File: src/rtl/ecc_pkg.sv
// Shared codes and sizing helpers for the ECC core and its downstream result path.
package ecc_pkg;

    localparam logic [1:0] OP_ENC  = 2'b00;
    localparam logic [1:0] OP_DEC  = 2'b01;
    localparam logic [1:0] OP_FULL = 2'b10;

    localparam logic [1:0] NERR_NONE   = 2'b00;
    localparam logic [1:0] NERR_SINGLE = 2'b01;
    localparam logic [1:0] NERR_DOUBLE = 2'b10;

    // A result entry is {op[1:0], nerr[1:0], data}.
    localparam int ENTRY_EXTRA_W = 4;

    function automatic int entry_width(input int data_w);
        return data_w + ENTRY_EXTRA_W;
    endfunction

    typedef enum logic [1:0] {
        FIFO_EMPTY   = 2'b00,
        FIFO_PARTIAL = 2'b01,
        FIFO_FULL    = 2'b10
    } fifo_state_e;

endpackage

File: src/rtl/ecc_sync_fifo.sv
// First-word-fall-through FIFO; a push into a full FIFO is taken only when a pop frees a slot in the same cycle.
module ecc_sync_fifo
    import ecc_pkg::*;
#(
    parameter int WIDTH = 36,
    parameter int DEPTH = 4
) (
    input  logic                     clk,
    input  logic                     rst,
    input  logic                     clr,
    input  logic                     push,
    input  logic                     pop,
    input  logic [WIDTH-1:0]         wdata,
    output logic [WIDTH-1:0]         rdata,
    output logic [$clog2(DEPTH):0]   count,
    output logic                     full,
    output logic                     empty
);
    localparam int PTR_W = $clog2(DEPTH);
    localparam int CNT_W = PTR_W + 1;

    logic [WIDTH-1:0] r_mem [DEPTH];
    logic [PTR_W-1:0] r_wr_ptr;
    logic [PTR_W-1:0] r_rd_ptr;
    logic [CNT_W-1:0] r_count;
    fifo_state_e      w_state;
    logic             w_do_push;
    logic             w_do_pop;

    always_comb begin
        w_state = FIFO_PARTIAL;
        if (r_count == '0)
            w_state = FIFO_EMPTY;
        else if (r_count == CNT_W'(DEPTH))
            w_state = FIFO_FULL;
    end

    assign empty     = (w_state == FIFO_EMPTY);
    assign full      = (w_state == FIFO_FULL);
    assign w_do_pop  = pop & ~empty;
    assign w_do_push = push & (~full | w_do_pop);
    assign rdata     = r_mem[r_rd_ptr];
    assign count     = r_count;

    always_ff @(posedge clk or negedge rst) begin
        if (!rst) begin
            r_wr_ptr <= '0;
            r_rd_ptr <= '0;
            r_count  <= '0;
        end else if (clr) begin
            r_wr_ptr <= '0;
            r_rd_ptr <= '0;
            r_count  <= '0;
        end else begin
            if (w_do_push)
                r_wr_ptr <= r_wr_ptr + PTR_W'(1);
            if (w_do_pop)
                r_rd_ptr <= r_rd_ptr + PTR_W'(1);
            if (w_do_push && !w_do_pop)
                r_count <= r_count + CNT_W'(1);
            else if (w_do_pop && !w_do_push)
                r_count <= r_count - CNT_W'(1);
        end
    end

    // Storage carries no reset: only slots behind a valid pointer are ever read out.
    always_ff @(posedge clk) begin
        if (w_do_push && !clr)
            r_mem[r_wr_ptr] <= wdata;
    end

endmodule

File: src/rtl/ecc_result_collector.sv
// Captures ECC core results on the rising edge of operation_done, queues them for a
// valid/ready consumer and keeps saturating operation/error statistics.
module ecc_result_collector
    import ecc_pkg::*;
#(
    parameter int DATA_WIDTH = 32,
    parameter int DEPTH      = 4,
    parameter int CNT_WIDTH  = 16
) (
    input  logic                     clk,
    input  logic                     rst,
    input  logic                     clr,
    input  logic [DATA_WIDTH-1:0]    core_data,
    input  logic [1:0]               core_nerr,
    input  logic                     core_done,
    input  logic [1:0]               core_op,
    output logic                     out_valid,
    input  logic                     out_ready,
    output logic [DATA_WIDTH-1:0]    out_data,
    output logic [1:0]               out_nerr,
    output logic [1:0]               out_op,
    output logic [$clog2(DEPTH):0]   fifo_count,
    output logic                     overflow,
    output logic [CNT_WIDTH-1:0]     ops_cnt,
    output logic [CNT_WIDTH-1:0]     single_cnt,
    output logic [CNT_WIDTH-1:0]     double_cnt
);
    localparam int ENTRY_W = entry_width(DATA_WIDTH);

    logic               r_done_q;
    logic               r_armed;
    logic               w_capture;
    logic               w_full;
    logic               w_empty;
    logic               w_drop;
    logic [ENTRY_W-1:0] w_head;

    function automatic logic [CNT_WIDTH-1:0] sat_inc(input logic [CNT_WIDTH-1:0] v);
        return (&v) ? v : v + CNT_WIDTH'(1);
    endfunction

    // r_armed blocks a capture for a done that was already high when reset released.
    assign w_capture = core_done & ~r_done_q & r_armed;
    assign w_drop    = w_capture & w_full & ~out_ready;

    ecc_sync_fifo #(
        .WIDTH (ENTRY_W),
        .DEPTH (DEPTH)
    ) u_fifo (
        .clk   (clk),
        .rst   (rst),
        .clr   (clr),
        .push  (w_capture),
        .pop   (out_ready),
        .wdata ({core_op, core_nerr, core_data}),
        .rdata (w_head),
        .count (fifo_count),
        .full  (w_full),
        .empty (w_empty)
    );

    assign out_valid = ~w_empty;
    assign out_data  = out_valid ? w_head[DATA_WIDTH-1:0]            : '0;
    assign out_nerr  = out_valid ? w_head[DATA_WIDTH+1:DATA_WIDTH]   : '0;
    assign out_op    = out_valid ? w_head[DATA_WIDTH+3:DATA_WIDTH+2] : '0;

    always_ff @(posedge clk or negedge rst) begin
        if (!rst) begin
            r_done_q <= 1'b0;
            r_armed  <= 1'b0;
        end else begin
            r_done_q <= core_done;
            if (!core_done)
                r_armed <= 1'b1;
        end
    end

    always_ff @(posedge clk or negedge rst) begin
        if (!rst) begin
            ops_cnt    <= '0;
            single_cnt <= '0;
            double_cnt <= '0;
            overflow   <= 1'b0;
        end else if (clr) begin
            ops_cnt    <= '0;
            single_cnt <= '0;
            double_cnt <= '0;
            overflow   <= 1'b0;
        end else begin
            if (w_capture) begin
                ops_cnt <= sat_inc(ops_cnt);
                if (core_nerr == NERR_SINGLE)
                    single_cnt <= sat_inc(single_cnt);
                if (core_nerr[1])
                    double_cnt <= sat_inc(double_cnt);
            end
            if (w_drop)
                overflow <= 1'b1;
        end
    end

endmodule

File: config.mk
export PLATFORM = sky130hd
export DESIGN_NAME = ecc_result_collector
export DESIGN_NICKNAME = d
export VERILOG_FILES = /design/src/rtl/ecc_pkg.sv /design/src/rtl/ecc_sync_fifo.sv /design/src/rtl/ecc_result_collector.sv
export SDC_FILE = /design/constraint.sdc
export NUM_CORES = 1
export LEC_CHECK = 0
export BUFFER_PORTS_ARGS = -buffer_cell sky130_fd_sc_hd__buf_2
export CORE_UTILIZATION = 59
export CTS_CLUSTER_DIAMETER = 200
export CTS_CLUSTER_SIZE = 24
export DETAILED_ROUTE_END_ITERATION = 12
export GPL_ROUTABILITY_DRIVEN = 0
export PLACE_DENSITY = 0.82
export SLEW_MARGIN = 25
export SYNTH_ARGS = -nofsm -noshare
export SYNTH_HDL_FRONTEND = slang
export SYNTH_SLANG_ARGS = --single-unit
File: constraint.sdc
create_clock -name clk -period 3.5 [get_ports clk]
set_input_delay 0.7 -clock clk [delete_from_list [all_inputs] [get_ports clk]]
set_output_delay 0.7 -clock clk [all_outputs]
set_load 0.02 [all_outputs]
Word level (Yosys, flattened, before mapping)
Memory sizes are Yosys's and may differ from the RTL's.
Cells that the tools add are included.
- bits in registers: 58
- RAM bits: 144
- bits of input ports: 41
- output and inout bits: 89
- word-level logic and storage cells: 82
- memories kept: 1
- memory list (memory ; words ; width ; read ports ; clocked after Yosys merged registers in ; write ports ; RTL line ; RTL):
    u_fifo.r_mem ; 4 ; 36 ; 1 ; 0 ; 1 ; ecc_sync_fifo.sv:22 ; logic [WIDTH-1:0] r_mem [DEPTH];
- add/sub/neg operators: 7
- equal/unequal tests: 6
- muxes and demuxes: 27
- bitwise gates (word level): 11
- reduce and logical (&&, ||, !) cells: 21
- operators with widths (operator ; count):
    $mux W16 ; 11
    $add A16 B1 Y16 const B ; 3
    $reduce_and A16 Y1 ; 3
    $mux W32 ; 1
    $mux W2 ; 8
    $reduce_bool A2 Y1 ; 6
    $mux W3 ; 3
    $and A1 B1 Y1 ; 6
    $ne A2 B2 Y1 const B ; 3
    $reduce_and A3 Y1 ; 2
    $add A2 B1 Y2 const B ; 2
    $mux W1 ; 4
    $not A1 Y1 ; 4
    $add A3 B1 Y3 const B ; 1
    $eq A3 B3 Y1 const B ; 1
    $logic_and A1 B1 Y1 ; 3
    $logic_not A1 Y1 ; 3
    $logic_not A3 Y1 ; 1
    $reduce_bool A3 Y1 ; 1
    $sub A3 B1 Y3 const B ; 1
    $eq A2 B1 Y1 const B ; 1
    $eq A2 B2 Y1 const B ; 1
    $logic_not A2 Y1 ; 1
    $reduce_and A2 Y1 ; 1
    $or A1 B1 Y1 ; 1

Logic depth before layout (Yosys ltp)
- depth in word-level cells: 13
- depth in mapped cells: 9
- depth with buffers taken out: 8

By module
From an unflattened synthesis, not the netlist that was laid out.
- cells, all modules: 568
- area, all modules: 8690.8 sq um
- by module, submodules not included (module ; times used ; cells each ; area each (sq um) ; seq. area each (sq um)):
    ecc_sync_fifo ; 1 ; 251 ; 5764.3 ; 4499.3
    ecc_result_collector ; 1 ; 317 ; 2926.6 ; 1276.2

Least setup slack after synthesis
Ideal clock, no wire load.
- kind: input to register
- start point: input clr
- end point: memory u_fifo.r_mem[0][0], enable pin
- setup time: 0.397 ns
- arrival time: 2.412 ns
- data required time: 3.103 ns
- path slack: 0.692 ns
- stages: 5
- path buffers: 3
- cells stage by stage: clkbuf_1 > clkbuf_1 > inv_1 > clkbuf_1 > and3_1
- word-level cells in the longest chain between the ends: 4
- RTL lines (item ; RTL line ; RTL):
    from (decl) ; ecc_result_collector.sv:12 ; input logic clr,
    $logic_not A1 Y1 ; ecc_sync_fifo.sv:68 ; if (w_do_push && !clr)
    $logic_and A1 B1 Y1 ; ecc_sync_fifo.sv:68 ;
    $mux W1 ; ecc_sync_fifo.sv:68 ;
    $mux W1 (not written as such) ; ecc_sync_fifo.sv:69 ; r_mem[r_wr_ptr] <= wdata;
    to (decl) ; ecc_sync_fifo.sv:22 ;
No other way between the ends.

Final worst setup path
- start point: register u_fifo.r_count[1] (netlist: u_fifo.count[1])
- end point: output out_data[7]
- word-level cells in the longest chain between the ends: 5
- elaborated cells on any way between the ends: 6
- those cells by class: 1 x eq/ne; 3 x mux; 2 x reduce/logical
- RTL lines (item ; RTL line ; RTL):
    from (decl) ; ecc_sync_fifo.sv:25 ; logic [CNT_W-1:0] r_count;
    from (signal assigned) ; ecc_sync_fifo.sv:60 ; r_count <= r_count + CNT_W'(1);
    from (signal assigned) ; ecc_sync_fifo.sv:62 ; r_count <= r_count - CNT_W'(1);
    $eq A3 B3 Y1 ; ecc_sync_fifo.sv:34 ; else if (r_count == CNT_W'(DEPTH))
    $mux W2 ; ecc_sync_fifo.sv:34 ;
    $mux W2 * ; ecc_sync_fifo.sv:32 ; if (r_count == '0)
    $logic_not A2 Y1 * ; ecc_sync_fifo.sv:38 ; assign empty = (w_state == FIFO_EMPTY);
    $mux W32 * ; ecc_result_collector.sv:63 ; assign out_data = out_valid ? w_head[DATA_WIDTH-1:0] : '0;
    to (decl) ; ecc_result_collector.sv:19 ; output logic [DATA_WIDTH-1:0] out_data,
Every way passes the cells marked *; elsewhere a longest branch is shown, timed or not.

==> results.sh <==
export IMPL_yosysWarnings=0
export IMPL_cp_end_kind="primary output"
export IMPL_rows=44
export IMPL_r2r_start="u_fifo.count[1]"
export IMPL_outcome="finished clean"
export IMPL_postCtsHoldBufs=0
export IMPL_clock_latency_ns=0.47
export IMPL_avgViaCountPerCell=6.29
export IMPL_switching_power_w=0.00139
export IMPL_powerDensity_nw_per_um2=504
export IMPL_hold_class="in -> async"
export IMPL_skew_ns=0.0217
export IMPL_clk_pin_slew_ns=0.10
export IMPL_synth_top_cell_area_share_pct=48.7
export IMPL_synth_cell_types=54
export IMPL_finalSetupTns_ns=0
export IMPL_grt_pass1_wl_um=30400
export IMPL_tightest_slew_ns=0.954
export IMPL_die_area_um2=15600
export IMPL_synth_flop_cell="edfxtp_1"
export IMPL_drv_cap=0
export IMPL_cts_setup_buffers=0
export IMPL_grt_total_usage_pct=24.8
export IMPL_period_minus_slack_ns=3.06
export IMPL_crit_fanout=21
export IMPL_antenna_found_initial=1
export IMPL_postSynthCellCount=606
export IMPL_timing_slew_headroom_pct=36.4
export IMPL_fp_dieW_um=125
export IMPL_dpl_hpwl_um=12100
export IMPL_critPathLaunchType="flip-flop"
export IMPL_cts_buffers=12
export IMPL_clock_sinks=202
export IMPL_grt_ovfl_total=0
export IMPL_synth_nets=655
export IMPL_grt_max_degree=38
export IMPL_nFillCells=966
export IMPL_stdcell_count=921
export IMPL_core_area_um2=14600
export IMPL_p_int_w=0.00372
export IMPL_maxSlewViolCount=0
export IMPL_wl_per_cell_um=20.5
export IMPL_port_buffers=129
export IMPL_syn_mean_instance_area_um2=14.7
export IMPL_swShare_pct=27.2
export IMPL_yosysSeqAreaShare_pct=65.0
export IMPL_crit_start="u_fifo.count[1]"
export IMPL_power_frac_clock_pct=28.4
export IMPL_area_delta_synth_final_pct=13.9
export IMPL_synth_edf_count=144
export IMPL_min_period_over_period_pct=87.4
export IMPL_drt_iter0_markers=422
export IMPL_hold_violations=0
export IMPL_async_flop_share_pct=28.7
export IMPL_htreeDepth=1
export IMPL_io_pins=130
export IMPL_rsz0062_at_grt="false"
export IMPL_crit_arrival_ns=2.36
export IMPL_yosys_area_top_type="edfxtp_1"
export IMPL_dr_pass1_iters=7
export IMPL_cts_tree="yes"
export IMPL_ir_drop_mv=0.294
export IMPL_critical_path_class="reg -> out"
export IMPL_initial_core_util_pct=60.9
export IMPL_rrSetupSlack_ns=0.95
export IMPL_nNetsFinal=779
export IMPL_yosys_top_cells_area="edfxtp_1, dfrtp_1, mux4_2, and2_1, mux2_1"
export IMPL_p_comb_share_pct=19.5
export IMPL_final_cell_mix="edfxtp_1, buf_2, dfrtp_1"
export IMPL_fmax_mhz=327
export IMPL_cp_data_required_time_ns=2.80
export IMPL_grt_pass1_vias=5729
export IMPL_final_common_cell="edfxtp_1"
export IMPL_syn_area_um2=8890
export IMPL_cts_resized=0
export IMPL_pwr_share_seq_pct=52.0
export IMPL_synth_seq_cells=202
export IMPL_num_vias=5793
export IMPL_timing_rr_end="u_fifo.count[1]"
export IMPL_drc=0
export IMPL_critPathCapture="out_data[7]"
export IMPL_drtAntennaViolNets=0
export IMPL_wirelength_um=18900
export IMPL_finalPower_w=0.00510
export IMPL_rr_worst_depth=6
export IMPL_setup_violations=0
export IMPL_place_inst=900
export IMPL_cts_root_buf="clkbuf_16"
export IMPL_die_y_um=125
export IMPL_cts_buffer_depth=3
export IMPL_layout_drive_gt1_share_pct=27.4
export IMPL_p_leak_nw=3.80
[critical path, stage by stage, from the launching register on]
cell     delay [ns]
dfrtp_1        0.49
or3_1          0.71
buf_4          0.35
and2_1         0.17
buf_2          0.16
[kinds of logic after synthesis]
| family | synth area share (%) |
|---|---|
| AND/OR/NAND/NOR | 13.7 |
| buffers and inverters | 2.03 |
| flip-flops | 65.0 |
| XOR/XNOR | 0.493 |
| multiplexers | 11.5 |
| AO/OA/AOI/OAI | 6.12 |
| adder cells (fa/ha/maj) | 1.21 |
[final cells by class]
type	instances	area, µm²	area share (%)
Inverter	16	60.1	0.594
Timing Repair Buffer	140	741	7.32
Antenna cell	1	2.50	0.0247
Multi-Input combinational cell	358	2940	29.1
Clock inverter	1	16.3	0.161
Tap cell	184	230	2.28
Sequential cell	202	5780	57.1
Clock buffer	19	348	3.44
[through the flow]
step	setup slack, ns	util, %	hold slack (ns)	area, µm²
after floorplan	0.692	-	0.404	8890
after global placement	0.991	66.8	0.505	9750
after detailed placement	0.850	66.8	0.505	9750
after CTS	0.440	69.3	0.331	10100
after global routing	0.367	69.4	0.363	10100
final	0.442	69.4	0.306	10100
[sequential cells by signal, summed over array words and instances, names as in the netlist]
name,cells
overflow,1
u_fifo.r_wr_ptr,2
u_fifo.r_mem,144
ops_cnt,16
double_cnt,16
u_fifo.r_rd_ptr,2
r_done_q,1
u_fifo.count,3
r_armed,1
single_cnt,16
[cell usage after synthesis (2+ instances only)]
master and n:
and4_1 4, nor2b_1 17, o21ai_1 6, mux4_2 36, buf_2 6, xnor2_1 3, mux2_1 17, dfrtp_1 58
clkbuf_1 21, o41ai_1 3, or3_1 6, and2_1 36, nor2_1 28, o211ai_1 3, ha_1 7, o31ai_1 18
edfxtp_1 144, buf_1 3, o21ai_0 5, nand2b_1 3, xor2_1 2, a2111oi_0 2, a211oi_1 8, inv_1 16
a21oi_1 30, nor4b_1 2, nand2_1 23, nor3_1 2, mux2i_1 2, nand3_1 25, nand3b_1 3, nand4_1 12
nor4_1 6, or4_1 19, and3_1 10, o2111ai_1 2
[worst min path at each step]
stage,from,endpoint,slack (ns),cells past startpoint
final,rst,double_cnt[6],0.31,1
after floorplan,rst,double_cnt[0],0.40,0
after global routing,rst,double_cnt[5],0.36,1
after global placement,overflow,overflow,0.50,2
after detailed placement,overflow,overflow,0.50,2
after CTS,rst,double_cnt[6],0.33,1
[metal layers]
| metal | vias to the layer above | wire, µm | global-route usage, % | part of all wire [%] |
|---|---|---|---|---|
| li1 | 2613 | - | - | - |
| met1 | 2890 | 7790 | 32.9 | 41 |
| met2 | 240 | 9390 | 41.6 | 50 |
| met3 | 50 | 1100 | 3.91 | 5.8 |
| met4 | 0 | 626 | 8.58 | 3.3 |
| met5 | - | 0 | 0 | 0 |
[power groups by stage]
stage	clock [W]	sequential, W	combinational, W
after detailed placement	0	0.00271	0.00100
after global placement	0	0.00270	0.000974
after global routing	0.00156	0.00266	0.00107
after floorplan	0	0.00270	0.000674
after CTS	0.00147	0.00265	0.00101
final	0.00145	0.00266	0.000996
Power figures use the tool's default switching activity.
